--- config.mk ---
export PLATFORM = sky130hd
export DESIGN_NAME = ssd1306_spi_tx
export DESIGN_NICKNAME = d
export VERILOG_FILES = /design/src/rtl/ssd1306_spi_tx.sv
export SDC_FILE = /design/constraint.sdc
export NUM_CORES = 1
export LEC_CHECK = 0
export CAP_MARGIN = 0
export CORE_MARGIN = 5
export CORE_UTILIZATION = 45
export CTS_CLUSTER_SIZE = 14
export DETAILED_ROUTE_END_ITERATION = 10
export PLACE_DENSITY_LB_ADDON = 0.08
export SETUP_SLACK_MARGIN = 0.5
export SYNTH_ARGS = -nofsm -noshare
export SYNTH_HDL_FRONTEND = slang
export SYNTH_SLANG_ARGS = --single-unit
--- constraint.sdc ---
create_clock -name clk_in -period 5.36 [get_ports clk_in]
set_clock_uncertainty 0.15 [all_clocks]
set_input_delay 1.608 -clock clk_in [delete_from_list [all_inputs] [get_ports clk_in]]
set_output_delay 1.608 -clock clk_in [all_outputs]
set_load 0.02 [all_outputs]
--- src/rtl/ssd1306_spi_tx.sv ---
// ssd1306_spi_tx: byte-serial SPI (mode 0, MSB first) transmitter for an SSD1306 panel.
// One byte is accepted per start/ready handshake. CSn stays low across a burst and
// is released after the byte flagged as last.
// Optional feature macro: SSD1306_SPI_CS_GAP_EN holds CSn high for CS_GAP cycles
// after a last byte before ready_out returns.
//
// state  | meaning
// IDLE   | ready for a byte; SCLK low, SDIN 0, CSn held from the previous byte
// LOW    | SCLK low half-period, SDIN carries the current bit
// HIGH   | SCLK high half-period, panel has sampled SDIN on the rising edge
// GAP    | CSn-high hold after a last byte (feature macro only)
module ssd1306_spi_tx #(
  parameter int unsigned CLK_DIV = 4,
  parameter int unsigned CS_GAP  = 8
) (
  input  logic       clk_in,
  input  logic       reset_in,
  input  logic       start_in,
  input  logic [7:0] data_in,
  input  logic       last_byte_in,
  output logic       ready_out,
  output logic       oled_sclk,
  output logic       oled_sdin,
  output logic       oled_csn
);

  typedef enum logic [1:0] {S_IDLE, S_LOW, S_HIGH, S_GAP} state_t;

  localparam logic [7:0] HALF_RELOAD = 8'(CLK_DIV - 1);

  state_t     state_q, state_d;
  logic [7:0] hcnt_q, hcnt_d;
  logic [2:0] bit_q, bit_d;
  logic [7:0] data_q, data_d;
  logic       last_q, last_d;
  logic       ready_q, ready_d;
  logic       csn_q, csn_d;
  logic       sclk_q, sclk_d;
  logic       sdin_q, sdin_d;

`ifdef SSD1306_SPI_CS_GAP_EN
  localparam logic [7:0] GAP_RELOAD = 8'(CS_GAP - 1);
  logic [7:0] gcnt_q, gcnt_d;

  // gap counter register, only present with the CS-gap feature
  always_ff @(posedge clk_in) begin
    if (reset_in) gcnt_q <= '0;
    else          gcnt_q <= gcnt_d;
  end
`else
  // CS_GAP has no effect without the gap feature
  logic unused_cs_gap;
  assign unused_cs_gap = ^CS_GAP;
`endif

  // state and datapath registers with synchronous reset
  always_ff @(posedge clk_in) begin
    if (reset_in) begin
      state_q <= S_IDLE;
      hcnt_q  <= '0;
      bit_q   <= '0;
      data_q  <= '0;
      last_q  <= 1'b0;
      ready_q <= 1'b1;
      csn_q   <= 1'b1;
      sclk_q  <= 1'b0;
      sdin_q  <= 1'b0;
    end else begin
      state_q <= state_d;
      hcnt_q  <= hcnt_d;
      bit_q   <= bit_d;
      data_q  <= data_d;
      last_q  <= last_d;
      ready_q <= ready_d;
      csn_q   <= csn_d;
      sclk_q  <= sclk_d;
      sdin_q  <= sdin_d;
    end
  end

  // next-state and registered-output logic; SDIN only moves with SCLK falling or on accept
  always_comb begin
    state_d = state_q;
    hcnt_d  = hcnt_q;
    bit_d   = bit_q;
    data_d  = data_q;
    last_d  = last_q;
    ready_d = ready_q;
    csn_d   = csn_q;
    sclk_d  = sclk_q;
    sdin_d  = sdin_q;
`ifdef SSD1306_SPI_CS_GAP_EN
    gcnt_d  = gcnt_q;
`endif
    case (state_q)
      S_IDLE: begin
        if (start_in) begin
          data_d  = data_in;
          last_d  = last_byte_in;
          ready_d = 1'b0;
          csn_d   = 1'b0;
          sdin_d  = data_in[7];
          bit_d   = 3'd7;
          hcnt_d  = HALF_RELOAD;
          state_d = S_LOW;
        end
      end
      S_LOW: begin
        if (hcnt_q == 8'd0) begin
          sclk_d  = 1'b1;
          hcnt_d  = HALF_RELOAD;
          state_d = S_HIGH;
        end else begin
          hcnt_d = hcnt_q - 8'd1;
        end
      end
      S_HIGH: begin
        if (hcnt_q == 8'd0) begin
          sclk_d = 1'b0;
          hcnt_d = HALF_RELOAD;
          if (bit_q != 3'd0) begin
            bit_d   = bit_q - 3'd1;
            sdin_d  = data_q[bit_q - 3'd1];
            state_d = S_LOW;
          end else begin
            sdin_d = 1'b0;
            if (!last_q) begin
              ready_d = 1'b1;
              state_d = S_IDLE;
            end else begin
              csn_d = 1'b1;
`ifdef SSD1306_SPI_CS_GAP_EN
              gcnt_d  = GAP_RELOAD;
              state_d = S_GAP;
`else
              ready_d = 1'b1;
              state_d = S_IDLE;
`endif
            end
          end
        end else begin
          hcnt_d = hcnt_q - 8'd1;
        end
      end
`ifdef SSD1306_SPI_CS_GAP_EN
      S_GAP: begin
        if (gcnt_q == 8'd0) begin
          ready_d = 1'b1;
          state_d = S_IDLE;
        end else begin
          gcnt_d = gcnt_q - 8'd1;
        end
      end
`endif
      default: state_d = S_IDLE;
    endcase
  end

  assign ready_out = ready_q;
  assign oled_sclk = sclk_q;
  assign oled_sdin = sdin_q;
  assign oled_csn  = csn_q;

endmodule
==> flow_metrics.tcl, run 1 <==
set metrics [dict create \
    holdPathEnd "data_q[4]$_SDFFE_PP0P_" \
    firstDrtPassIters 4 \
    cp_data_arrival_time_ps 1320 \
    port-buffer-count 15 \
    peakVddDrop_uv 252 \
    grt_max_degree 23 \
    combPwrFrac_pct 48.5 \
    path_clk_slew_ps 140 \
    syn_to_final_growth_pct 16.3 \
    cp_slowest_cell "clkdlybuf4s50_1" \
    syn-instance-count 155 \
    grt_pass1_wl_um 4910 \
    nNetsFinal 190 \
    multi_input_area_um2 757 \
    required_ps 3600 \
    p_leak_uw 0.000604 \
    cp_top_family "buffers and inverters" \
    tightest_slew_ps 816 \
    diodes 0 \
    core_um2 2810 \
    cts_tree "yes" \
    fin_hold_ws_ps 313 \
    final_util_pct 55.5 \
    synth_cell_type_count 42 \
    hp-start "data_q[4]$_SDFFE_PP0P_" \
    setup.worst_path.class "register to output port" \
    period_minus_slack_ps 3070 \
    drive_above_1_share_pct 7.69 \
    numCtsBuffers 3 \
    clock_sinks 26 \
    max_stage_delay_ps 610 \
    die_h_um 64.5 \
    initial_core_util_pct 47.7 \
    fmax_mhz 325 \
    setup_viol_count_final 0 \
    syn_area_per_cell_um2 8.64 \
    ios 16 \
    reg2reg_from "bit_q[0]$_SDFFE_PP0P_" \
    numPlacedInstances 196 \
    hold_violations 0 \
    h-tree-depth 1 \
    p_int_uw 496 \
    first_global_vias 1063 \
    cp_max_fo 3 \
    ys_seq_area_share_pct 38.9 \
    cp-start-kind "register" \
    drtAntennaViolNets 0 \
    min_path_cells 2 \
    grt_use_total_pct 14.6 \
    relSlewSlack_pct 45.4 \
    wl_per_cell_um 14.0 \
    regArea_um2 520 \
    hp-class "register to register" \
    die_area_um2 4170 \
    r2r_setup_slack_ps 3090 \
    ctsHoldBuffers 0 \
    wirelength_um 2800 \
    swShare_pct 40.4 \
    final.setup.tns_ps 0 \
    endpoint_kind "output port" \
    status "complete, no violations" \
    synth_top_cell_by_area "dfxtp_1" \
    syn_area_um2 1340 \
    dpl.hpwl_um 2100 \
    r2r_cells 6 \
    yosysTopAreaCellShare_pct 38.9 \
    clock_power_share_pct 16.4 \
    path_cells "clkdlybuf4s50_1" \
    routed_via_density 5.73 \
    rows 19 \
    ys.flop_type "dfxtp_1" \
    grt_setup_unrepaired "false" \
    die_w_um 64.5 \
    synth_edf_count 0 \
    cp_num_buf_inv 1 \
    n_fill_cell 279 \
    drt-initial-drc-count 70 \
    post_cts_buffers 0 \
    syn_nets 175 \
    worstReg2RegEnd "oled_sdin$_SDFFE_PP0P_" \
    antenna_found_initial 0 \
    place.gp.congestion 0.835 \
    min_period_over_period_pct 57.4 \
    yosysWarnings 0 \
    globalRouteOverflowTotal 0 \
    p_per_area_nw_per_um2 535 \
    drv_slew 0 \
    cts_buffer_depth 2 \
    clk_latency_ps 320 \
    netlist_top_cells_area "dfxtp_1 (39%), a21oi_1 (7.9%), ha_1 (7.5%), nand2_1 (5.6%), mux4_2 (3.4%)" \
    drc 0 \
    fin_cells 200 \
    p_sw_uw 336 \
    timing.max_cap.violations 0 \
    cts.repair.resized 0 \
    num_vias 1145 \
    seqPwrFrac_pct 35.1 \
    cts-root-buf "clkbuf_4" \
    synth_seq_cells 26 \
    async_flop_share_pct 0 \
]
## power by group through the flow
stage / Sequential, µW / Combinational, µW / Clock, µW
detailed placement: 297 / 400 / 0
CTS: 292 / 403 / 141
global route: 300 / 453 / 151
global placement: 294 / 395 / 0
floorplan: 296 / 300 / 0
finish: 292 / 404 / 136
## synth_stat cells (all sizes together) (2+ instances only)
cell type  instances
a311oi             2
o21ai              8
nand4              2
xor2               2
mux4               2
or3                2
a21oi             22
xnor2              2
o21bai             3
and2               2
or4                3
o31ai              2
nand2             20
nand3              3
dfxtp             26
inv               10
nand2b             2
ha                 8
buf                2
clkbuf             3
nor2b              2
nor2              11
a41oi              2
## through the flow
| stage | instance area, µm² | setup WS (ps) | total power (µW) |
|---|---|---|---|
| 6_report | 1560 | 2290 | 832 |
| 4_1_cts | 1560 | 2270 | 836 |
| 5_1_grt | 1560 | 2230 | 904 |
| 2_1_floorplan | 1340 | 2670 | 597 |
| 3_5_place_dp | 1500 | 1990 | 697 |
| 3_3_place_gp | 1500 | 2020 | 689 |
## kinds of logic (layout without fill, tap and decap cells)
| family | after synthesis | after routing | share of synthesized area, % |
|---|---|---|---|
| compound gates | 46 | 46 | 21.9 |
| mux | 3 | 3 | 4.21 |
| fa+ha+maj | 8 | 8 | 7.48 |
| xor+xnor | 4 | 4 | 2.62 |
| simple gates | 53 | 53 | 20.4 |
| buf+inv | 15 | 29 | 4.58 |
| flops | 26 | 26 | 38.9 |
## worst reg2reg max path: cells and delay by family (launching register included)
family | cells | cell delay (ps)
compound gates | 2 | 270
fa+ha+maj | 1 | 370
buf+inv | 1 | 120
flops | 1 | 450
mux | 2 | 790
## per-layer routing
layer | vias to the layer above | routed length, µm | global-route usage [%] | part of all wire, %
li1 | 581 | - | - | -
met1 | 531 | 1430 | 21.5 | 51
met2 | 31 | 1220 | 21.8 | 44
met3 | 2 | 145 | 2.59 | 5.2
met4 | 0 | 4 | 3.96 | 0.14
met5 | - | 0 | 0 | 0
## registers in the layout (all words and copies together), names as in the netlist
signal / count
hcnt_q: 8
last_q: 1
bit_q: 3
oled_sclk: 1
data_q: 8
ready_out: 1
oled_csn: 1
state_q: 2
oled_sdin: 1
## worst max path at each step
stage,startpoint,end,slack [ps],cells after the start
finish,ready_out$_SDFFE_PP1P_,ready_out,2290,1
global route,oled_sdin$_SDFFE_PP0P_,oled_sdin,2230,1
CTS,ready_out$_SDFFE_PP1P_,ready_out,2270,1
detailed placement,start_in,hcnt_q[5]$_SDFFE_PP0P_,1990,5
global placement,start_in,hcnt_q[5]$_SDFFE_PP0P_,2020,5
floorplan,start_in,hcnt_q[5]$_SDFFE_PP0P_,2670,4
## final cells by class
class	count	share of cell area (%)
multi-input cells	114	48.6
well taps	31	2.49
clock inverters	1	1.93
inverters	10	2.41
clock buffers	3	1.45
flip-flops and latches	26	33.4
repair buffers	15	9.65
## layout by cell type, fill, tap and decap left out, types with 3 or more instances in the layout
master / n
clkdlybuf4s50_1: 15
o21ai_0: 5
ha_1: 8
clkbuf_4: 3
inv_1: 10
dfxtp_1: 26
a21oi_1: 21
nand2_1: 20
o21bai_1: 3
nor2_1: 11
nand3_1: 3
No activity file was read; power rests on OpenSTA's default activity.
==> run 2, diff against run 1 <==
==> constraint.sdc (replaced) <==
create_clock -name clk_in -period 3.1 [get_ports clk_in]
set_clock_uncertainty 0.15 [all_clocks]
set_input_delay 0.93 -clock clk_in [delete_from_list [all_inputs] [get_ports clk_in]]
set_output_delay 0.93 -clock clk_in [all_outputs]
set_load 0.02 [all_outputs]
==> run 2 against run 1 <==
  * Sequential share of layout area fell by 0.16 points
  * Final cell count is 0.50% higher
  * Die area unchanged
  * Critical endpoint unchanged
  * Combinational power grew 72%
  * Critical path depth unchanged
  * Global-route usage grew 0.44 points
  * Utilization increased by 0.27 points
  * Hold slack better by 5.4 ps
==> flow_metrics.tcl, run 2 (synthesis gave the netlist of run 1 again) <==
set metrics [dict create \
    timing.max_cap.violations 0 \
    p_per_area_nw_per_um2 919 \
    cp_slowest_cell "clkdlybuf4s50_1" \
    grt_pass1_wl_um 4980 \
    firstDrtPassIters 4 \
    h-tree-depth 1 \
    routed_via_density 5.56 \
    final_util_pct 55.8 \
    ctsHoldBuffers 0 \
    drc 0 \
    grt_setup_unrepaired "false" \
    hold_violations 0 \
    status "complete, no violations" \
    port-buffer-count 15 \
    numCtsBuffers 3 \
    setup.worst_path.class "register to output port" \
    final.setup.tns_ps 0 \
    p_leak_uw 0.000609 \
    drtAntennaViolNets 0 \
    hp-class "register to register" \
    wl_per_cell_um 14.0 \
    numPlacedInstances 197 \
    grt_max_degree 16 \
    core_um2 2810 \
    ios 16 \
    cp_data_arrival_time_ps 1330 \
    antenna_found_initial 0 \
    num_vias 1117 \
    nNetsFinal 191 \
    clock_sinks 26 \
    die_area_um2 4170 \
    path_clk_slew_ps 150 \
    top_regs "data_q: 8 flops, hcnt_q: 8 flops, bit_q: 3 flops" \
    cp-start-kind "register" \
    drt-initial-drc-count 61 \
    cts_tree "yes" \
    grt_use_total_pct 15.0 \
    multi_input_area_um2 757 \
    path_cells "clkdlybuf4s50_1" \
    cts_buffer_depth 2 \
    clk_latency_ps 330 \
    drive_above_1_share_pct 8.24 \
    min_period_over_period_pct 77.7 \
    place.gp.congestion 0.800 \
    cp_top_family "buffers and inverters" \
    cts-root-buf "clkbuf_4" \
    tightest_slew_ps 546 \
    die_h_um 64.5 \
    setup_viol_count_final 0 \
    drv_slew 0 \
    n_fill_cell 265 \
    max_stage_delay_ps 620 \
    globalRouteOverflowTotal 0 \
    endpoint_kind "output port" \
    period_minus_slack_ps 2410 \
    regArea_um2 520 \
    cp_max_fo 3 \
    cp_num_buf_inv 1 \
    required_ps 2020 \
    cts.repair.resized 0 \
    die_w_um 64.5 \
    first_global_vias 1105 \
    rows 19 \
    final_common_cell "dfxtp_1" \
    initial_core_util_pct 47.7 \
    fin_cells 201 \
    dpl.hpwl_um 2150 \
    relSlewSlack_pct 63.5 \
    peakVddDrop_uv 388 \
    final_cell_mix "dfxtp_1 (26), a21oi_1 (21), nand2_1 (20)" \
    wirelength_um 2820 \
    diodes 0 \
    post_cts_buffers 0 \
    r2r_setup_slack_ps 840 \
    syn_to_final_growth_pct 16.8 \
    fmax_mhz 415 \
]
==> run 2: changes by cell type in the layout (fill, tap and decap cells not counted), sizes merged <==
cell / delta
buf: +1
==> run 2: path summary, 6_finish.rpt <==
| kind | cells past startpoint | end | from |
|---|---|---|---|
| min reg2reg | 2 | last_q$_SDFFE_PP0P_ | last_q$_SDFFE_PP0P_ |
| max | 1 | ready_out | ready_out$_SDFFE_PP1P_ |
| min | 2 | last_q$_SDFFE_PP0P_ | last_q$_SDFFE_PP0P_ |
| max reg2reg | 6 | oled_sdin$_SDFFE_PP0P_ | bit_q[0]$_SDFFE_PP0P_ |
==> run 2: area by class of cell <==
type	count	share of cell area (%)
multi-input cells	114	48.4
flip-flops and latches	26	33.3
repair buffers	16	10.1
well taps	31	2.48
inverters	10	2.40
clock inverters	1	1.92
clock buffers	3	1.44
==> run 2: report_power, final <==
part,total [µW],internal (µW),leakage (µW),switching [µW]
combinational,694,303,0.000366,391
sequential,507,425,0.000214,82.1
clock,236,131,0.0000279,105
==> run 2: stage by stage <==
stage	worst slack, ps	hold WS, ps	cell area (µm²)	total power [µW]
2_1_floorplan	1060	283	1340	1030
3_3_place_gp	447	291	1510	1190
3_5_place_dp	402	302	1510	1200
4_1_cts	672	321	1560	1440
5_1_grt	629	339	1560	1560
6_report	690	319	1560	1440
==> run 2: per-layer routing <==
layer | track usage (%) | vias to the layer above | part of all wire [%]
li1 | - | 581 | -
met1 | 20.9 | 508 | 51
met2 | 23.2 | 23 | 43
met3 | 2.59 | 5 | 3.5
met4 | 5.80 | 0 | 1.7
met5 | 0 | - | 0
